==> config.mk <==
export PLATFORM = sky130hd
export DESIGN_NAME = ulpi_reg_arbiter
export DESIGN_NICKNAME = d
export VERILOG_FILES = /design/src/rtl/ulpi_reg_arbiter.sv
export SDC_FILE = /design/constraint.sdc
export NUM_CORES = 1
export LEC_CHECK = 0
export ABC_AREA = 1
export ABC_CLOCK_PERIOD_IN_PS = 1600
export BUFFER_PORTS_ARGS = -buffer_cell sky130_fd_sc_hd__buf_4
export CORE_MARGIN = 3
export CORE_UTILIZATION = 45
export DETAILED_ROUTE_END_ITERATION = 10
export PLACE_DENSITY = 0.72
export SLEW_MARGIN = 20
export SYNTH_ARGS = -nofsm -noshare
export SYNTH_HDL_FRONTEND = slang
export SYNTH_SLANG_ARGS = --single-unit
==> constraint.sdc <==
create_clock -name i_clk -period 1.6 [get_ports i_clk]
set_input_delay 0.32 -clock i_clk [delete_from_list [all_inputs] [get_ports i_clk]]
set_output_delay 0.32 -clock i_clk [all_outputs]
set_load 0.01 [all_outputs]
==> src/rtl/ulpi_reg_arbiter.sv <==
// ulpi_reg_arbiter: round-robin share of the ULPI SIE register port between two requesters
// Ports:
//   i_clk, i_rst_n                     60 MHz ULPI clock, async active-low reset
//   i_reqN_valid/cmd/wd                request from port N (held until o_reqN_ack)
//   o_reqN_ack/rd/err                  one-cycle completion pulse with read data and error flag
//   o_sie_en/cmd/regwd                 start strobe and operands towards the SIE
//   i_sie_regrd/busy                   read data and busy from the SIE
// Params: TIMEOUT cycles allowed in each SIE wait state before the transaction is aborted
module ulpi_reg_arbiter #(
  parameter int TIMEOUT = 200
) (
  input  logic       i_clk,
  input  logic       i_rst_n,
  input  logic       i_req0_valid,
  input  logic [7:0] i_req0_cmd,
  input  logic [7:0] i_req0_wd,
  output logic       o_req0_ack,
  output logic [7:0] o_req0_rd,
  output logic       o_req0_err,
  input  logic       i_req1_valid,
  input  logic [7:0] i_req1_cmd,
  input  logic [7:0] i_req1_wd,
  output logic       o_req1_ack,
  output logic [7:0] o_req1_rd,
  output logic       o_req1_err,
  output logic       o_sie_en,
  output logic [7:0] o_sie_cmd,
  output logic [7:0] o_sie_regwd,
  input  logic [7:0] i_sie_regrd,
  input  logic       i_sie_busy
);
  typedef enum logic [2:0] {S_IDLE, S_ISSUE, S_WAIT_BUSY, S_WAIT_DONE, S_RESP} state_t;
  state_t     r_state;
  logic       r_last, r_port, r_sie_en;
  logic [7:0] r_cmd, r_wd, r_cnt;
  logic       r_ack0, r_ack1, r_err0, r_err1;
  logic [7:0] r_rd0, r_rd1;
  logic       w_req, w_gnt, w_tmo, w_done_ok, w_to_resp, w_port, w_err;
  logic [7:0] w_sel_cmd, w_sel_wd, w_rd;
  assign w_req     = i_req0_valid | i_req1_valid;
  // on contention the port that did not win last time is granted
  assign w_gnt     = (i_req0_valid & i_req1_valid) ? ~r_last : i_req1_valid;
  assign w_sel_cmd = w_gnt ? i_req1_cmd : i_req0_cmd;
  assign w_sel_wd  = w_gnt ? i_req1_wd : i_req0_wd;
  // counter starts at 0 on state entry, so TIMEOUT-1 marks the last allowed wait cycle
  assign w_tmo     = r_cnt >= 8'(TIMEOUT - 1);
  assign w_done_ok = (r_state == S_WAIT_DONE) & ~i_sie_busy;
  // cmd[7]=1 covers both legal encodings 10 (write) and 11 (read)
  assign w_to_resp = ((r_state == S_IDLE) & w_req & ~w_sel_cmd[7]) |
                     ((r_state == S_WAIT_BUSY) & ~i_sie_busy & w_tmo) |
                     ((r_state == S_WAIT_DONE) & (~i_sie_busy | w_tmo));
  assign w_port    = (r_state == S_IDLE) ? w_gnt : r_port;
  assign w_err     = ~w_done_ok;
  assign w_rd      = (w_done_ok & r_cmd[6]) ? i_sie_regrd : 8'h00;
  always_ff @(posedge i_clk or negedge i_rst_n) begin
    if (!i_rst_n) begin
      r_state  <= S_IDLE;
      r_last   <= 1'b1;
      r_port   <= 1'b0;
      r_sie_en <= 1'b0;
      r_cmd    <= 8'h00;
      r_wd     <= 8'h00;
      r_cnt    <= 8'h00;
      r_ack0   <= 1'b0;
      r_ack1   <= 1'b0;
      r_err0   <= 1'b0;
      r_err1   <= 1'b0;
      r_rd0    <= 8'h00;
      r_rd1    <= 8'h00;
    end else begin
      r_ack0   <= w_to_resp & ~w_port;
      r_ack1   <= w_to_resp & w_port;
      r_err0   <= w_to_resp & ~w_port & w_err;
      r_err1   <= w_to_resp & w_port & w_err;
      r_rd0    <= (w_to_resp & ~w_port) ? w_rd : 8'h00;
      r_rd1    <= (w_to_resp & w_port) ? w_rd : 8'h00;
      r_sie_en <= 1'b0;
      case (r_state)
        S_IDLE: if (w_req) begin
          r_port   <= w_gnt;
          r_last   <= w_gnt;
          r_cmd    <= w_sel_cmd;
          r_wd     <= w_sel_wd;
          r_sie_en <= w_sel_cmd[7];
          r_state  <= w_sel_cmd[7] ? S_ISSUE : S_RESP;
        end
        S_ISSUE: begin
          r_state <= S_WAIT_BUSY;
          r_cnt   <= 8'h00;
        end
        S_WAIT_BUSY: if (i_sie_busy) begin
          r_state <= S_WAIT_DONE;
          r_cnt   <= 8'h00;
        end else if (w_tmo) r_state <= S_RESP;
        else if (r_cnt != 8'hFF) r_cnt <= r_cnt + 8'd1;
        S_WAIT_DONE: if (!i_sie_busy || w_tmo) r_state <= S_RESP;
        else if (r_cnt != 8'hFF) r_cnt <= r_cnt + 8'd1;
        default: r_state <= S_IDLE;
      endcase
    end
  end
  assign o_sie_en    = r_sie_en;
  assign o_sie_cmd   = r_cmd;
  assign o_sie_regwd = r_wd;
  assign o_req0_ack  = r_ack0;
  assign o_req0_rd   = r_rd0;
  assign o_req0_err  = r_err0;
  assign o_req1_ack  = r_ack1;
  assign o_req1_rd   = r_rd1;
  assign o_req1_err  = r_err1;
endmodule
Word-level counts from Yosys, hierarchy flattened

Cells that the tools add are included.

Register bits: 50
Input port bits: 45
Output and inout port bits: 37
Logic and storage cells: 72

Add/sub/neg operators: 1
$lt $le $gt $ge: 1
Equality and inequality tests: 9
Multiplexer cells: 20
Bitwise gates (word level): 21
Reduce and logical (&&, ||, !) cells: 7

Operators by type and width:

| kind                  | count |
|---|---|
| $mux W8               | 9 |
| $pmux W8 S3           | 1 |
| $mux W3               | 5 |
| $and A1 B1 Y1         | 12 |
| $pmux W3 S4           | 1 |
| $add A8 B1 Y8 const B | 1 |
| $ge A8 B8 Y1 const B  | 1 |
| $ne A8 B8 Y1 const B  | 1 |
| $eq A3 B2 Y1 const B  | 2 |
| $ne A3 B3 Y1 const B  | 2 |
| $reduce_and A3 Y1     | 2 |
| $not A1 Y1            | 5 |
| $mux W1               | 4 |
| $ne A2 B2 Y1 const B  | 2 |
| $or A1 B1 Y1          | 4 |
| $eq A3 B1 Y1 const B  | 1 |
| $logic_not A3 Y1      | 1 |
| $reduce_bool A3 Y1    | 1 |
| $ne A2 B1 Y1 const B  | 1 |
| $reduce_and A2 Y1     | 1 |
| $logic_not A1 Y1      | 1 |
| $logic_or A1 B1 Y1    | 1 |

Logic depth before layout (Yosys ltp)

Gate-level depths: netlist of the first run.

Depth after elaboration: 9
Depth in mapped cells: 10
Gate-level depth less buffers: 10

Worst setup path after synthesis of the first run

Ideal clock, no wire load.

Kind: reg-to-reg
Start: register r_cnt[0]
End: register r_cnt[7]
Setup time: 0.118 ns
Arrival time: 1.344 ns
Data required time: 1.482 ns
Slack: 0.138 ns
Stages on the path, launching flop included: 10
Path buffers: 0
Clock period less this slack: 1.462 ns
Cell sequence: dfrtp_1 -> ha_1 -> nand2_2 -> nand3_2 -> nand2_1 -> nand2_1 -> nand2_2 -> nand2_1 -> nand2_1 -> nand2_1

Longest elaborated chain between the ends: 5
Elaborated cells between the ends (all ways): 12
Classes of those cells: add/sub: 1; order compare: 1; eq/ne: 3; mux: 5; reduce/logical: 2

RTL lines:

| element                                              | line   | text |
|---|---|---|
| from (decl)                                          | 35     | `logic [7:0] r_cmd, r_wd, r_cnt;` |
| from (signal assigned)                               | 95     | `else if (r_cnt != 8'hFF) r_cnt <= r_cnt + 8'd1;` |
| from (signal assigned)                               | 97     | `else if (r_cnt != 8'hFF) r_cnt <= r_cnt + 8'd1;` |
| $add A8 B1 Y8 / $ne A8 B8 Y1 (equally long branches) | 95, 97 |  |
| $mux W8                                              | 95, 97 |  |
| $mux W8                                              | 94     | `end else if (w_tmo) r_state <= S_RESP;` |
| $mux W8                                              | 91     | `S_WAIT_BUSY: if (i_sie_busy) begin` |
| $pmux W8 S3                                          | 78     | `case (r_state)` |

Parallel ways exist; a longest one is shown, timed or not. The select of a mux whose other input is x is not followed.
A chain may end at the register's enable or synchronous reset.

Worst setup path after layout of the first run

Start: register r_cnt[1]
End: register r_err0 (netlist: o_req0_err)

Longest elaborated chain between the ends: 6
Elaborated cells between the ends (all ways): 8
Classes of those cells: order compare: 1; bitwise: 7

RTL lines:

| element                                              | line   | text |
|---|---|---|
| $ge A8 B8 Y1 *                                       | 46     | `assign w_tmo = r_cnt >= 8'(TIMEOUT - 1);` |
| $and A1 B1 Y1 / $or A1 B1 Y1 (equally long branches) | 50, 51 |  |
| $or A1 B1 Y1 / $and A1 B1 Y1 (equally long branches) | 49, 51 |  |
| $or A1 B1 Y1 *                                       | 50     | `((r_state == S_WAIT_BUSY) & ~i_sie_busy & w_tmo) \|` |
| $and A1 B1 Y1 * (2 in series)                        | 73     | `r_err0 <= w_to_resp & ~w_port & w_err;` |
| to (signal assigned)                                 | 73     |  |
| to (decl)                                            | 36     | `logic r_ack0, r_ack1, r_err0, r_err1;` |

Mark *: on every way between the ends. The rest lies on a longest branch, timed or not.

==> impl_results.md, run 1 <==
- Status: finished clean
- Initial DRT Pass Iterations: 4
- Clock Path Buffers: 2
- Finished Layout Cells: 447
- Reg clk slew, reported paths: 100 ps
- Yosys warns: 0
- Crit end category: flip-flop
- Starting Density: 0.478
- Post-Syn Nets: 331
- Initial DRC Count: 154
- Hold Vio Cnt, Final: 0
- Maximum clock frequency: 656 MHz
- Synth area leaders: dfrtp_1 (53%), nand2_1 (13%), nor2_1 (8.4%)
- Routed len/inst: 12.2 um
- Post-route ant nets: 0
- Cell Chain, Critical Path: ha_2 > nand2_2 > nand3_2 > nand2_2 > nand2_2 > nand2_2 > buf_4 > nand3_4 > nand2_4 > nor2_1
- Share of layout cells above drive strength 1: 0.345
- Syn Area/Cell: 8.19 um^2
- Worst slew pin tran: 610 ps
- Slew headroom: 0.593
- Worst endpoint required time: 1800 ps
- Gp weighted congestion: 0.864
- Final Cycle Share: 0.953
- CTS root buffer: clkbuf_8
- Hpwl dp: 4.13 mm
- DIE AREA: 0.00609 mm^2
- Die Y: 78.0 um
- Cell accounting for the most synthesized area: dfrtp_1
- Worst Skew: 9.20 ps
- Num ports: 82
- Top cell type's share of synthesized area: 0.525
- Mapped Cells: 285
- Most used cell, CP: nand2_2
- Final Power: 4.58 mW
- Synthesized area: 0.00233 mm^2
- Final Max Tran Viols: 0
- Reg2reg end: o_req0_err
- CTS tree: yes
- Worst reg2reg startpoint: r_cnt[1]
- Gr usage total: 0.191
- Die Span X: 78.0 um
- Largest net degree at the start of global routing: 51
- FF+latch count, synth: 50
- # diodes: 0
- Final min period: 1520 ps
- Worst min-delay path class: input pin to async pin
- Post-synthesis sequential area ratio: 0.537
- Min Hold Slack: 22.1 ps
- DRC violations left: 0
- Pwr Density: 1430 mW/mm^2
- CP Max Fanout: 10
- Final wirelength: 5.45 mm
- Worst R2R Path Depth: 10
- EDFF count, synth: 0
- Max-cap violations: 0
- First-pass GRT wire length: 9.39 mm
- Fill count: 453
- Routed vias/inst: 4.76
- Via count: 2,129
- Clock latency on the worst-skew pair: 300 ps
- CP arrival: 1730 ps
- Async S/R FF share, synth: 1.00
- Vias in the first global route: 2,079
- CP Class: flip-flop to flip-flop
- Remaining Overflow, GRT: 0
- Reg2Reg Setup Slack: 80 ps
- Antenna violations before repair: 0
- Leak: 1.71 nW
- Placed cells: 436
- Max VDD drop: 788 uV
- Std cell rows: 25
- Setup crit start kind: flip-flop
- Port Buffers: 81
- Slowest CP cell: dfrtp_1
- Area grow syn2layout: 37.6%
- Dominant register cell in the synthesized netlist: dfrtp_1
- Endpoints failing setup: 0
- Hold-fix buffers, CTS: 0
- Unique masters post-synth: 25
- RSZ-0062 raised after global routing: true
- Largest stage delay on the critical path: 390 ps
- Final net count: 425
- H-Tree Depth: 2
- Inserted Clock Buffers: 5
- # clock sinks: 50
- Core ar.: 0.00488 mm^2
==> logic make-up after synthesis <==
family                   Yosys count  synth area share
flip-flops                        50             0.537
adder cells (fa/ha/maj)            1           0.00536
buffers and inverters             28            0.0483
AND/OR/NAND/NOR                  167             0.324
AO/OA/AOI/OAI                     39            0.0858
==> sequential cells by signal, indices dropped and copies added, names as in the netlist <==
register     flops
o_req1_rd        8
o_req1_err       1
o_sie_cmd        8
o_req0_rd        8
r_cnt            8
r_state          3
o_sie_en         1
r_last           1
r_port           1
o_req0_err       1
o_req0_ack       1
o_req1_ack       1
o_sie_regwd      8
==> cell type report <==
class	count	area, um^2	share of cell area
Clock buffer	5	68.8	0.0214
Clock inverter	3	26.3	0.00818
Inverter	23	86.3	0.0269
Multi-Input combinational cell	207	1000	0.312
Sequential cell	50	1250	0.390
Tap cell	67	83.8	0.0261
Timing Repair Buffer	92	691	0.215
==> metal layers <==
layer | part of all wire | vias to the layer above | global-route usage
met2 | 0.49 | 52 | 0.318
met1 | 0.44 | 979 | 0.254
met3 | 0.065 | 5 | 0.0505
li1 | - | 1093 | -
met4 | 0.0088 | 0 | 0.0420
met5 | 0 | - | 0
==> worst max-delay path: cells and delay by family, from the launching register on <==
kind	cells	cell delay, ps
AND/OR/NAND/NOR	8	720
flip-flops	1	390
adder cells (fa/ha/maj)	1	190
buffers and inverters	1	120
==> through the flow <==
stage | TNS [ps] | cell area [um^2] | setup WS, ps | utilization
after floorplan | 0 | 2330 | 138 | -
after global placement | 0 | 3060 | 94.5 | 0.627
after detailed placement | 0 | 3060 | 49.4 | 0.627
after CTS | 0 | 3150 | 26.4 | 0.646
after global routing | -278 | 3210 | -33.7 | 0.658
final | 0 | 3210 | 75.7 | 0.658
==> report_power, final <==
group	internal (mW)	switching, mW	leakage (nW)
logic	0.834	1.19	1.00
registers	1.60	0.182	0.657
clock network	0.325	0.446	0.0495
total	2.76	1.82	1.71
==> cell usage after synthesis, types with 3 or more instances <==
cell type	number
nand2_2	7
nand2_1	80
nor2_4	3
nand3_1	10
clkbuf_1	3
dfrtp_1	49
o21ai_0	25
inv_2	3
o21ai_1	10
inv_1	20
nand4_1	4
nor2_1	52
==> worst max-delay path by stage <==
| stage | from | end | slack (ps) | depth (start not counted) |
|---|---|---|---|---|
| after detailed placement | r_cnt[0] | r_cnt[0] | 50 | 9 |
| after CTS | r_cnt[0] | r_cnt[0] | 30 | 10 |
| after global placement | r_cnt[0] | r_cnt[0] | 90 | 9 |
| after global routing | r_cnt[1] | o_req1_err | -30 | 10 |
| after floorplan | r_cnt[0] | r_cnt[7] | 140 | 9 |
| final | r_cnt[1] | o_req0_err | 80 | 10 |
==> what timing repair did <==
item | CTS | global route
endpoints found under the setup margin | 0 | 29
hold endpoints to repair | 0 | 0
resized for setup | 0 | 12
setup buffers | 0 | 3
==> placed cells by master (no fill, tap or decap), types with 5 or more instances in the layout <==
cell	synthesis	layout
nand2_2	7	9
clkbuf_8	0	5
dfrtp_1	49	49
nand3_1	10	10
buf_4	2	92
o21ai_1	10	9
nand2_1	80	76
inv_1	20	19
nor2_1	52	52
o21ai_0	25	24
Note: power is estimated with default switching activity, not from simulation.
==> inputs of run 2 (changes only) <==
CTS_BUF_LIST = sky130_fd_sc_hd__clkbuf_16   (was not set)
SLEW_MARGIN = 30   (was 20)
==> run 2 against run 1 <==
Via count rose by 1.2%. Global-route usage barely moved. Critical endpoint is now r_cnt[5]. Worst setup slack improved by 23 ps. Critical path type unchanged.
==> impl_results.md, run 2 (same netlist as run 1, synthesis figures left out) <==
- CTS tree: yes
- Clk pwr share: 0.219 (+0.051)
- CP arrival: 1730 ps (about the same)
- Sw frac: 0.381 (-0.0167)
- Clock Path Buffers: 2 (unchanged)
- Delay-heaviest family, CP: simple AND/OR/NAND/NOR gates
- Starting Density: 0.478 (unchanged)
- Final Max Tran Viols: 0 (unchanged)
- Reg clk slew, reported paths: 70 ps (-30 ps)
- Routed vias/inst: 4.83 (+1.4%)
- Initial DRC Count: 150 (-2.6%)
- Remaining Overflow, GRT: 0 (unchanged)
- # clock sinks: 50 (unchanged)
- Finished Layout Cells: 446 (-0.22%)
- Final wirelength: 5.58 mm (+2.4%)
- Largest stage delay on the critical path: 390 ps (about the same)
- Initial DRT Pass Iterations: 4 (unchanged)
- CP Max Fanout: 6 (-4)
- Core ar.: 0.00488 mm^2 (unchanged)
- Commonest cells after routing, fill and taps aside: buf_4 (91), nand2_1 (76), nor2_1 (52)
- Max-cap violations: 0 (unchanged)
- Hpwl dp: 4.13 mm (unchanged)
- Slowest CP cell: dfrtp_1
- DRC violations left: 0 (unchanged)
- Area grow syn2layout: 39.8%
- Leak: 1.74 nW (+1.7%)
- Final Power: 4.88 mW (+6.6%)
- Antenna violations before repair: 0 (unchanged)
- Cell Chain, Critical Path: inv_1 > nand2_2 > nor2_4 > inv_2 > nand2_1 > o21ai_0 > nor2_1 > nand2_1 > nand2_1
- Setup crit start kind: flip-flop
- Die Y: 78.0 um (unchanged)
- Routed len/inst: 12.5 um (+2.6%)
- Worst slew pin tran: 619 ps (+8.91 ps)
- Most common cell after layout, fill and taps aside: buf_4
- Num ports: 82 (unchanged)
- Placed cells: 436 (unchanged)
- Proportion of power drawn by combinational gates: 0.414 (-0.028)
- Inserted Clock Buffers: 5 (unchanged)
- Final TNS setup: 0 ps (unchanged)
- Status: finished clean
- Worst Skew: 5.21 ps (-3.99 ps)
- Gp weighted congestion: 0.864 (unchanged)
- Sw power: 1.86 mW (+2.1%)
- Hold-fix buffers, CTS: 0 (unchanged)
- Final min period: 1500 ps (-23.5 ps)
- Largest net degree at the start of global routing: 51 (unchanged)
- Internal: 3.02 mW (+9.5%)
- Final Cycle Share: 0.938 (-0.0147)
- Setup WS pre-CTS: 49.4 ps (unchanged)
- Vias in the first global route: 2,095 (+0.77%)
- Via count: 2,155 (+1.2%)
- Worst min-delay path class: input pin to async pin
- Most used cell, CP: nand2_1
- Final net count: 424 (-0.24%)
- Crit end category: flip-flop
- DIE AREA: 0.00609 mm^2 (unchanged)
- Pwr Density: 1500 mW/mm^2 (+4.9%)
- # diodes: 0 (unchanged)
- Worst Path Buf+Inv: 2 (+1)
- Max VDD drop: 881 uV (+12%)
- Maximum clock frequency: 666 MHz (+1.6%)
- Worst endpoint required time: 1830 ps (+30 ps)
- Slew headroom: 0.587 (-0.00594)
- Post-layout util: 0.669 (+0.0105)
- Register share of total power: 0.367 (-0.022)
- Post-route ant nets: 0 (unchanged)
- RSZ-0062 raised after global routing: true
- Clock latency on the worst-skew pair: 290 ps (about the same)
- Setup WS post-layout: 99.1 ps (+23.5 ps)
- Die Span X: 78.0 um (unchanged)
- Port Buffers: 81 (unchanged)
- Gr usage total: 0.192 (+0.000494)
- Min Hold Slack: 46.1 ps (+24.1 ps)
- CTS root buffer: clkbuf_16
- First-pass GRT wire length: 9.41 mm (+0.22%)
- Share of layout cells above drive strength 1: 0.343 (-0.00173)
- CP Class: flip-flop to flip-flop
- Post-DP Area: 0.00306 mm^2 (unchanged)
- H-Tree Depth: 2 (unchanged)
- Hold Vio Cnt, Final: 0 (unchanged)
- Final Cell Area: 0.00326 mm^2 (+1.6%)
- Std cell rows: 25 (unchanged)
- Fill count: 443 (-2.2%)
- Endpoints failing setup: 0 (unchanged)
==> run 2: cell type report <==
cell class / count / area (um^2) / area share
Sequential cell: 50 / 1250 / 0.384
Multi-Input combinational cell: 207 / 1000 / 0.308
Timing Repair Buffer: 91 / 683 / 0.209
Clock buffer: 5 / 125 / 0.0383
Inverter: 23 / 88.8 / 0.0272
Tap cell: 67 / 83.8 / 0.0257
Clock inverter: 3 / 26.3 / 0.00805
==> run 2: worst paths after layout <==
path	end	slack [ps]	cells after the start	start
setup / recovery	r_cnt[5]	100	9	r_state[2]
hold / removal	o_sie_regwd[5]	50	1	i_rst_n
setup reg to reg	r_cnt[5]	100	9	r_state[2]
hold reg to reg	r_last	470	2	r_last
max in group asynchronous	r_state[2]	1140	1	i_rst_n
min in group i_clk	o_req0_rd[7]	280	3	i_sie_regrd[7]
==> run 2: routing by layer <==
| layer | GRT usage | up-vias | wire length, um |
|---|---|---|---|
| li1 | - | 1093 | - |
| met4 | 0.0420 | 0 | 53 |
| met1 | 0.255 | 1005 | 2430 |
| met3 | 0.0505 | 6 | 326 |
| met2 | 0.318 | 51 | 2780 |
| met5 | 0 | - | 0 |
==> run 2: repair_timing <==
action / 4_1_cts / 5_1_grt
buffers inserted: 0 / 2
hold endpoints to repair: 0 / 0
setup endpoints to repair: 0 / 28
gates resized for setup: 0 / 13
==> run 2: power by group through the flow <==
stage          Sequential [mW]  Combinational, mW  Clock, mW
6_report                  1.79               2.02       1.07
5_1_grt                   1.83               2.30       1.15
4_1_cts                   1.79               2.02       1.10
3_5_place_dp              1.80               2.01          0
3_3_place_gp              1.80               1.98          0
2_1_floorplan             1.92               1.08          0
==> run 2: worst reg2reg max path, cell delays in order, from the launching register on <==
cell and delay, ps:
dfrtp_1 390, inv_1 110, nand2_2 100, nor2_4 200, inv_2 100, nand2_1 170
o21ai_0 110, nor2_1 140, nand2_1 70, nand2_1 60
==> inputs of run 3 (changes only) <==
==> constraint.sdc (replaced) <==
create_clock -name i_clk -period 1.6 [get_ports i_clk]
set_input_delay 0.08 -clock i_clk [delete_from_list [all_inputs] [get_ports i_clk]]
set_output_delay 0.08 -clock i_clk [all_outputs]
set_load 0.01 [all_outputs]
==> run 3 against run 2 <==
Power is 1.2% higher. Final area is 0.88% higher. First-iteration DRC count is 30% lower. Clock power hardly changed. Core utilization is 0.59 points higher. Sequential cell count stayed put. Critical endpoint is now r_cnt[4].
==> impl_results.md, run 3 (same netlist as run 1, synthesis figures left out) <==
- Status: finished clean
- Most common cell after layout, fill and taps aside: buf_4
- Max-cap violations: 0 (unchanged)
- Final Cell Area: 0.00329 mm^2 (+0.88%)
- Final Power: 4.94 mW (+1.2%)
- Hold Vio Cnt, Final: 0 (unchanged)
- DRC violations left: 0 (unchanged)
- Final wirelength: 5.63 mm (+0.77%)
- Final Cycle Share: 0.943 (+0.00476)
- Initial DRC Count: 105 (-30%)
- Gr usage total: 0.195 (+0.00271)
- CTS tree: yes
- Die Span X: 78.0 um (unchanged)
- CTS root buffer: clkbuf_16
- First-pass GRT wire length: 9.47 mm (+0.58%)
- Setup crit start kind: flip-flop
- Crit end category: flip-flop
- Maximum clock frequency: 663 MHz (-0.51%)
- Endpoints failing setup: 0 (unchanged)
- Num ports: 82 (unchanged)
- Leak: 1.76 nW (+1.1%)
- Share of layout cells above drive strength 1: 0.346 (+0.00335)
- Final net count: 429 (+1.2%)
- CP arrival: 1690 ps (-40 ps)
- Post-route ant nets: 0 (unchanged)
- Die Y: 78.0 um (unchanged)
- H-Tree Depth: 2 (unchanged)
- Max VDD drop: 785 uV (-11%)
- # clock sinks: 50 (unchanged)
- Antenna violations before repair: 0 (unchanged)
- Std cell rows: 25 (unchanged)
- Initial DRT Pass Iterations: 4 (unchanged)
- Slew headroom: 0.581 (-0.00664)
- # diodes: 0 (unchanged)
- Starting Density: 0.478 (unchanged)
- DIE AREA: 0.00609 mm^2 (unchanged)
- Hpwl dp: 4.16 mm (+0.79%)
- Pwr Density: 1500 mW/mm^2 (+0.30%)
- Vias in the first global route: 2,097 (+0.095%)
- Worst slew pin tran: 629 ps (+9.96 ps)
- Reg clk slew, reported paths: 70 ps (about the same)
- CP Max Fanout: 4 (-2)
- Final Max Tran Viols: 0 (unchanged)
- Remaining Overflow, GRT: 0 (unchanged)
- Commonest cells after routing, fill and taps aside: buf_4 (95), nand2_1 (76), nor2_1 (52)
- Gp weighted congestion: 0.853 (-1.3%)
- Final min period: 1510 ps (+7.62 ps)
- Worst min-delay path class: input pin to flip-flop
- Final TNS setup: 0 ps (unchanged)
- Fill count: 434 (-2.0%)
- Inserted Clock Buffers: 5 (unchanged)
- Port Buffers: 81 (unchanged)
- CP Class: flip-flop to flip-flop
- Worst Skew: 5.93 ps (+0.715 ps)
- Post-layout util: 0.675 (+0.00590)
- Core ar.: 0.00488 mm^2 (unchanged)
- Worst endpoint required time: 1780 ps (-50 ps)
- Routed vias/inst: 4.81 (-0.42%)
- Clock latency on the worst-skew pair: 290 ps (about the same)
- Post-DP Area: 0.00307 mm^2 (+0.25%)
- Clock Path Buffers: 2 (unchanged)
- Min Hold Slack: 45.4 ps (-0.788 ps)
- Via count: 2,170 (+0.70%)
- Area grow syn2layout: 41.1%
- Routed len/inst: 12.5 um (-0.35%)
- Largest net degree at the start of global routing: 51 (unchanged)
==> run 3: path summary, 6_finish.rpt <==
check	from	end	slack (ps)	cells past startpoint
max	r_cnt[0]	r_cnt[4]	90	8
min	i_sie_regrd[7]	o_req1_rd[7]	50	3
max reg2reg	r_cnt[0]	r_cnt[4]	90	8
min reg2reg	r_last	r_last	470	2
max in group asynchronous	i_rst_n	r_port	810	2
min in group asynchronous	i_rst_n	o_sie_regwd[3]	350	2
==> run 3: cell type report <==
| type | instances | area, um^2 | share of cell area |
|---|---|---|---|
| sequential | 50 | 1250 | 0.380 |
| multi-input combinational | 207 | 995 | 0.302 |
| timing repair buffer | 96 | 723 | 0.220 |
| clock buffer | 5 | 125 | 0.0380 |
| inverter | 23 | 86.3 | 0.0262 |
| tap | 67 | 83.8 | 0.0255 |
| clock inverter | 3 | 26.3 | 0.00798 |
==> run 3: report_power, final <==
part           internal [mW]  switching (mW)
sequential              1.61           0.181
clock                  0.593           0.476
combinational          0.878            1.21
==> run 3: layer usage <==
metal  vias up  track usage  share of wire
met5         -            0              0
met4         0       0.0420         0.0044
met3         2       0.0573          0.066
met2        62        0.315           0.48
met1      1010        0.261           0.45
li1       1096            -              -
==> run 3: per-stage QoR <==
stage / setup WS (ps) / cells
after global placement: 78.5 / 437
after floorplan: 138 / 285
after CTS: 20.6 / 448
final: 91.5 / 451
after detailed placement: 5.24 / 437
after global routing: -14.6 / 451
==> run 3: what timing repair did <==
| item | in CTS | in global routing |
|---|---|---|
| endpoints found under the setup margin | 1 | 21 |
| gates resized for setup | 1 | 9 |
| pin swaps | 1 | 6 |
| setup buffers | 2 | 3 |
| hold buffers | 1 | 0 |
| hold endpoints to repair | 49 | 0 |
==> run 3: worst max-delay path, stage by stage (launching register included) <==
cell and delay [ps]:
dfrtp_1 390, ha_2 200, nand2_2 90, buf_4 130, nor2_4 40, or2_2 260
and3_1 190, nand2_1 70, nand2_1 40
